`config.mk`:
```
export PLATFORM = sky130hd
export DESIGN_NAME = seg_scan
export DESIGN_NICKNAME = d
export VERILOG_FILES = /design/src/rtl/disp_pkg.sv /design/src/rtl/mod_counter.sv /design/src/rtl/seg_scan.sv
export SDC_FILE = /design/constraint.sdc
export NUM_CORES = 1
export LEC_CHECK = 0
export CORE_MARGIN = 4
export CORE_UTILIZATION = 30
export DETAILED_ROUTE_END_ITERATION = 12
export PLACE_DENSITY = 0.61
export SLEW_MARGIN = 5
export SYNTH_ARGS = -nofsm -noshare
export SYNTH_HDL_FRONTEND = slang
export SYNTH_SLANG_ARGS = --single-unit
```
`constraint.sdc`:
```
create_clock -name clk -period 3.4 [get_ports clk]
set_input_delay 1.02 -clock clk [delete_from_list [all_inputs] [get_ports clk]]
set_output_delay 1.02 -clock clk [all_outputs]
set_load 0.02 [all_outputs]
```
`src/rtl/disp_pkg.sv`:
```
// Shared display definitions: digit count, segment width, blink phase and the
// blank-segment helper used by the scan driver.
package disp_pkg;

   localparam int unsigned NUM_DIGITS = 6;
   localparam int unsigned SEG_W      = 8;
   localparam int unsigned DIG_W      = 3;

   typedef enum logic {
      VISIBLE = 1'b0,
      HIDDEN  = 1'b1
   } phase_e;

   // All segments at their OFF level for the given pin polarity.
   function automatic logic [SEG_W-1:0] seg_blank(input logic active_low);
      return active_low ? {SEG_W{1'b1}} : {SEG_W{1'b0}};
   endfunction

endpackage

```
`src/rtl/mod_counter.sv`:
```
// Modulo-MOD free-running counter with synchronous clear.
// Ports:
//   clk, rst  clock, asynchronous active-high reset
//   clr       synchronous clear to 0, overrides en
//   en        count enable
//   cnt       current count 0..MOD-1
//   wrap      high in the cycle the count steps MOD-1 -> 0
module mod_counter #(
   parameter int unsigned MOD = 4,
   parameter int unsigned W   = (MOD > 1) ? $clog2(MOD) : 1
) (
   input  logic         clk,
   input  logic         rst,
   input  logic         clr,
   input  logic         en,
   output logic [W-1:0] cnt,
   output logic         wrap
);

   logic [W-1:0] cnt_q;
   logic [W-1:0] cnt_d;

   assign wrap = en & ~clr & (cnt_q == W'(MOD - 1));
   assign cnt  = cnt_q;

   always_comb begin
      cnt_d = cnt_q;
      if (clr) begin
         cnt_d = '0;
      end else if (en) begin
         cnt_d = wrap ? '0 : cnt_q + W'(1);
      end
   end

   always_ff @(posedge clk or posedge rst) begin
      if (rst) begin
         cnt_q <= '0;
      end else begin
         cnt_q <= cnt_d;
      end
   end

endmodule

```
`src/rtl/seg_scan.sv`:
```
// Time-multiplexed 6-digit seven-segment driver with per-digit blink.
// Ports:
//   clk, rst    clock, asynchronous active-high reset
//   seg_in      packed segment image, digit d = seg_in[d*8+:8], digit 5 leftmost
//   blink_en    bit d set -> digit d blinks
//   an          digit enables, at most one ON
//   seg         segment pattern {dp,g..a} of the active digit
//   cur_digit   digit currently owning the scan slot
//   frame_tick  one-cycle pulse when cur_digit wraps 5 -> 0
module seg_scan
   import disp_pkg::*;
#(
   parameter int unsigned SCAN_DIV   = 1000,
   parameter int unsigned BLANK_CYC  = 2,
   parameter int unsigned BLINK_DIV  = 250000,
   parameter bit          ACTIVE_LOW = 1'b1
) (
   input  logic                        clk,
   input  logic                        rst,
   input  logic [NUM_DIGITS*SEG_W-1:0] seg_in,
   input  logic [NUM_DIGITS-1:0]       blink_en,
   output logic [NUM_DIGITS-1:0]       an,
   output logic [SEG_W-1:0]            seg,
   output logic [DIG_W-1:0]            cur_digit,
   output logic                        frame_tick
);

   localparam int unsigned SW = (SCAN_DIV > 1) ? $clog2(SCAN_DIV) : 1;
   localparam int unsigned BW = (BLINK_DIV > 1) ? $clog2(BLINK_DIV) : 1;
   localparam logic [SEG_W-1:0]      BLANK_SEG = seg_blank(ACTIVE_LOW);
   localparam logic [NUM_DIGITS-1:0] AN_OFF    = {NUM_DIGITS{ACTIVE_LOW}};
   localparam logic [DIG_W-1:0]      LAST_DIG  = DIG_W'(NUM_DIGITS - 1);

   if (BLANK_CYC >= SCAN_DIV) begin : g_bad_blank
      $error("seg_scan: BLANK_CYC must be smaller than SCAN_DIV");
   end

   logic [SW-1:0]         scan_cnt;
   logic                  scan_wrap;
   logic [BW-1:0]         unused_blink_cnt;
   logic                  blink_wrap;
   logic                  blink_entry_c;
   logic                  guard_c;

   logic [DIG_W-1:0]      cur_digit_q,  cur_digit_d;
   logic                  frame_tick_q, frame_tick_d;
   logic [NUM_DIGITS-1:0] an_q,         an_d;
   logic [SEG_W-1:0]      seg_q,        seg_d;
   logic [SEG_W-1:0]      lat_byte_q,   lat_byte_d;
   logic                  lat_blink_q,  lat_blink_d;
   logic [NUM_DIGITS-1:0] blink_prev_q, blink_prev_d;
   phase_e                phase_q,      phase_d;

   logic [SEG_W-1:0]      slot_byte_c, disp_byte_c;
   logic                  slot_blink_c, disp_blink_c;
   phase_e                phase_eff_c;
   logic [NUM_DIGITS-1:0] onehot_c;

   mod_counter #(.MOD(SCAN_DIV), .W(SW)) u_scan_cnt (
      .clk  (clk),
      .rst  (rst),
      .clr  (1'b0),
      .en   (1'b1),
      .cnt  (scan_cnt),
      .wrap (scan_wrap)
   );

   mod_counter #(.MOD(BLINK_DIV), .W(BW)) u_blink_cnt (
      .clk  (clk),
      .rst  (rst),
      .clr  (blink_entry_c),
      .en   (1'b1),
      .cnt  (unused_blink_cnt),
      .wrap (blink_wrap)
   );

   // Entering edit mode restarts the blink so the field starts out visible.
   assign blink_entry_c = (blink_prev_q == '0) && (blink_en != '0);

   // Anti-ghost window at the start of every slot.
   if (BLANK_CYC == 0) begin : g_no_guard
      assign guard_c = 1'b0;
   end else begin : g_guard
      assign guard_c = (32'(scan_cnt) < BLANK_CYC);
   end

   // Next-state and output decode.
   always_comb begin
      cur_digit_d  = cur_digit_q;
      frame_tick_d = 1'b0;
      an_d         = AN_OFF;
      seg_d        = BLANK_SEG;
      lat_byte_d   = lat_byte_q;
      lat_blink_d  = lat_blink_q;
      blink_prev_d = blink_en;
      phase_d      = phase_q;

      slot_byte_c  = seg_in[{cur_digit_q, 3'b000} +: SEG_W];
      slot_blink_c = blink_en[cur_digit_q];
      onehot_c     = NUM_DIGITS'(1) << cur_digit_q;

      // Slot latch; the bypass keeps BLANK_CYC=0 showing the new digit at once.
      if (scan_cnt == '0) begin
         lat_byte_d   = slot_byte_c;
         lat_blink_d  = slot_blink_c;
         disp_byte_c  = slot_byte_c;
         disp_blink_c = slot_blink_c;
      end else begin
         disp_byte_c  = lat_byte_q;
         disp_blink_c = lat_blink_q;
      end

      phase_eff_c = blink_entry_c ? VISIBLE : phase_q;
      if (blink_entry_c) begin
         phase_d = VISIBLE;
      end else if (blink_wrap) begin
         phase_d = (phase_q == VISIBLE) ? HIDDEN : VISIBLE;
      end

      if (scan_wrap) begin
         cur_digit_d  = (cur_digit_q == LAST_DIG) ? '0 : cur_digit_q + DIG_W'(1);
         frame_tick_d = (cur_digit_q == LAST_DIG);
      end

      // Blinked digit keeps its anode so brightness of neighbours is unchanged.
      if (!guard_c) begin
         an_d  = AN_OFF ^ onehot_c;
         seg_d = (disp_blink_c && (phase_eff_c == HIDDEN)) ? BLANK_SEG : disp_byte_c;
      end
   end

   always_ff @(posedge clk or posedge rst) begin
      if (rst) begin
         cur_digit_q  <= '0;
         frame_tick_q <= 1'b0;
         an_q         <= AN_OFF;
         seg_q        <= BLANK_SEG;
         lat_byte_q   <= BLANK_SEG;
         lat_blink_q  <= 1'b0;
         blink_prev_q <= '0;
         phase_q      <= VISIBLE;
      end else begin
         cur_digit_q  <= cur_digit_d;
         frame_tick_q <= frame_tick_d;
         an_q         <= an_d;
         seg_q        <= seg_d;
         lat_byte_q   <= lat_byte_d;
         lat_blink_q  <= lat_blink_d;
         blink_prev_q <= blink_prev_d;
         phase_q      <= phase_d;
      end
   end

   assign an         = an_q;
   assign seg        = seg_q;
   assign cur_digit  = cur_digit_q;
   assign frame_tick = frame_tick_q;

endmodule

```
==> results.md <==
- The clock sink total is 62.
- On the critical path the largest part of the delay comes from buffers and inverters.
- The critical path buffer and inverter count is 1.
- The die width is 110.5 um.
- The number of nets still failing antenna checks after routing is 0.
- The number of global-route vias before repair is about 2500.
- dfrtp_1 takes more of the synthesized area than any other cell.
- The cell-internal power is 1.293 mW.
- Of all nets on the critical path, the largest fanout is 12.
- The clock network accounts for 36.0% of the total power.
- The number of instances in the synthesized netlist is roughly 300.
- Across the run, the number of max-cap violations was 0.
- In this run the critical register-to-register path is launched from u_blink_cnt.cnt[0].
- The kind of start point of the critical path is a flip-flop.
- In this run, CTS created clock tree buffers numbering 9.
- The last weighted congestion value of the routability-driven placer is 0.8036.
- The clock edge transition at the registers on the reported setup and hold paths is 0.07 ns.
- For this run, the post-layout net count is 446.
- The die outline area is 12210 um^2.
- For flop-to-flop paths, the worst setup slack is 1.23 ns.
- The overall track demand over capacity in global routing is 12.85%.
- Summing every instance area after synthesis gives 3152 um^2.
- Counting flops and latches in the post-synthesis netlist gives 62.
- In this run switching power makes up 27.94% of total power.
- The number of antenna violations at the first check in global routing came to 0.
- The first detailed-routing pass took 4 iterations.
- The number of flops mapped to enable cells by yosys is 0.
- The maximum number of pins on one net before global-route repair is 48.
- The final critical path takes up 75.99% of the cycle.
- The area of all placed cells without fillers is ~4200 um^2.
- After global routing the overflow that remains totals 0.
- For this run, the number of Yosys warnings is 0.
- The kind of critical path is reg -> out.
- The relative slew slack is between 50% and 60%.
- The fraction of power consumed by combinational cells is 15.1%.
- The area of the core region is 10280 um^2.
- The height of the die is 110.5 um.
- The cts-stage hold buffer count is 0.
- The longest clock path from root to sink contains 2 buffers.
- The delay of the slowest cell on the worst path is 0.68 ns.
- The number of hold violations in the final report is 0.
- Setup total negative slack on the finished layout was measured at 0 ns.
- The number of design-rule violations left by the first detailed-router iteration is between 70 and 80.
- TritonCTS built the clock tree.
- The fraction of layout instances using a drive strength above 1 is 15.09%.
- After detailed routing, the total wire length is 7601 um.
- The vias after detailed routing is between 2000 and 3000.
- The most used flip-flop cell after synthesis is dfrtp_1.
- VDD sags by at most 197.8 uV.
- The worst min-delay path class is reg -> reg.
- The part of the Yosys area used for sequential elements is 50.10%.
- The count of input and output buffers is 73.
- In this run the critical register-to-register path is captured at u_blink_cnt.cnt[7].
- In this run, flip-flops and latches consume 48.9% of the power.
- The net switching power is 501.5 uW.
- The half-perimeter wire length after placement is 5599 um.
- The final routed DRC violation total is 0.
- The required time of the worst setup path is ~2.4 ns.
- Derived from the worst setup path, the maximum achievable clock frequency is about 390 MHz.
- Data on the critical path arrives at its endpoint at 1.56 ns.
- The cell area after placement is roughly 4000 um^2.
- Setup violations remaining at the end of the flow were counted as 0.
- The post-CTS repair timing setup buffer count is 0.
- Leaving out fill and tap cells, the most frequent cell in the layout is clkdlybuf4s50_1.
- The clock latency on the worst-skew pair is between 0.3 and 0.4 ns.
- The initial utilization of the core area, before any placement, comes to 30.67%.
- The signed area change from the synthesized netlist to the final layout is 34.74%.
- Ranked by total cell area, the synthesized netlist is headed by dfrtp_1 (32%), dfstp_2 (18%), mux2i_1 (7.9%).
- Setup repair after global routing left no endpoint under its margin.
- The launch point of the worst hold path is u_blink_cnt.cnt[0].
- The first-pass GRT wire length is around 13000 um.
- Dividing the detail-routed via count by the number of cells gives around 4.8.
- The synthesized design devotes to its leading area cell type approximately a third of total area.
- The per-cell routed wire length is around 14 um.
- Row generation in the floorplan step produced 37 rows.
- The smallest clock period supported by the final layout is computed as 2.584 ns.
- The power per standard cell area is 422.6 nW/um^2.
- Counting every net in the synthesized netlist gives roughly 370.
- The share of async-settable or async-resettable flops after synthesis is between 90% and 100%.
- Pin placement for this block handled 74 I/O pins.
- Summing internal, switching and leakage power gives roughly 1.8 mW.
- The number of H-tree levels is 3.
- Along the worst hold path, the cell count comes to 1.
- The total count of max-transition violations in the final report is 0.
- STA classifies the critical path endpoint as a primary output.
- The worst hold path terminates at u_blink_cnt.cnt[0].
- The number of gates resized after CTS is 0.
- Leaving out fill and tap cells, the most frequent cells in the layout are clkdlybuf4s50_1 (73), nor2_1 (42), dfrtp_1 (39), nand2_1 (32), mux2i_1 (25).
- For the pin with the worst max-slew slack, the measured transition is between 0.7 and 0.8 ns.
- The clock arrives with 0.01195 ns of skew.
- On the critical path, the stage with the largest delay is an instance of clkdlybuf4s50_1.
- The flow ran to the end, and the final reports show no timing, DRC or antenna violations.
- The reported leakage power is 1.667 nW.
- The signal on the critical path passes through clkdlybuf4s50_1.
- Counting distinct cell types in the post-synthesis netlist gives 48.
- For the worst flop-to-flop path, the logic depth is 5.
- The post-synthesis area per instance is 10.23 um^2.
- The master cell of the clock root buffer is clkbuf_8.
- The antenna diode instance count is 0.
## cell usage after synthesis (all sizes together) (4+ instances only)
master	n
nor2	42
dfrtp	40
nand2	32
mux2i	25
dfstp	22
nand3	15
xnor2	15
o21ai	12
inv	9
buf	8
nor4	8
o22ai	8
o32ai	8
nor3	7
a21oi	6
or2	5
or4	5
xor2	5
ha	4
nand4	4
## worst max-delay path by stage
| stage | depth (start not counted) | slack, ns | endpoint | from |
|---|---|---|---|---|
| final | 1 | 0.82 | cur_digit[0] | cur_digit[0] |
| after global routing | 1 | 0.76 | cur_digit[0] | cur_digit[0] |
| after CTS | 1 | 0.80 | cur_digit[0] | cur_digit[0] |
| after detailed placement | 5 | 0.55 | seg[0] | blink_en[3] |
| after global placement | 5 | 0.62 | seg[6] | blink_en[3] |
| after floorplan | 1 | 0.88 | blink_prev_q[0] | rst |
## registers in the layout, indices dropped and copies added, names as in the netlist, 3 cells and up
name             flops
an                   6
blink_prev_q         6
cur_digit            3
lat_byte_q           8
seg                  8
u_blink_cnt.cnt     18
u_scan_cnt.cnt      10
## routing by layer
| metal | GRT usage (%) | wire, um |
|---|---|---|
| met2 | 20.23 | 3463 |
| met4 | 2.956 | 60 |
| met5 | 0 | 0 |
| met1 | 17.34 | 3700 |
| met3 | 4.000 | 376 |
## cell families (layout without fill, tap and decap cells)
group,count (synthesis),after routing,share of synthesized area [%]
AOI/OAI and AO/OA,47,47,10.52
xor gates and xnor gates,20,20,5.558
adders and majority gates,4,4,1.588
buffers and inverters,19,102,2.580
DFF,62,62,50.10
muxes,27,27,9.011
and+or+nand+nor,129,129,20.64
## power groups by stage
stage | Combinational [mW] | Sequential, mW | Clock, mW
3_5_place_dp | 0.274 | 0.892 | 0
3_3_place_gp | 0.267 | 0.889 | 0
2_1_floorplan | 0.142 | 0.888 | 0
6_report | 0.270 | 0.878 | 0.646
4_1_cts | 0.277 | 0.880 | 0.664
5_1_grt | 0.306 | 0.890 | 0.698
## area by class of cell
cell class,count,area [um^2]
clock buffer,9,123.9
inverter,9,33.78
multi-input combinational,227,1491
fill,1021,6031
timing repair buffer,77,773.2
sequential,62,1580
tap,136,170.2
clock inverter,7,73.82
## through the flow
stage / util (%) / setup slack (ns) / std cells / hold slack, ns
finish: 41.32 / 0.8164 / 527 / 0.4852
global route: 41.32 / 0.7600 / 527 / 0.5060
detailed placement: 39.40 / 0.5541 / 511 / 0.4752
global placement: 39.40 / 0.6167 / 511 / 0.4675
floorplan: - / 0.8750 / 308 / 0.4516
CTS: 41.32 / 0.8014 / 527 / 0.4861
No activity file was read; power rests on OpenSTA's default activity.
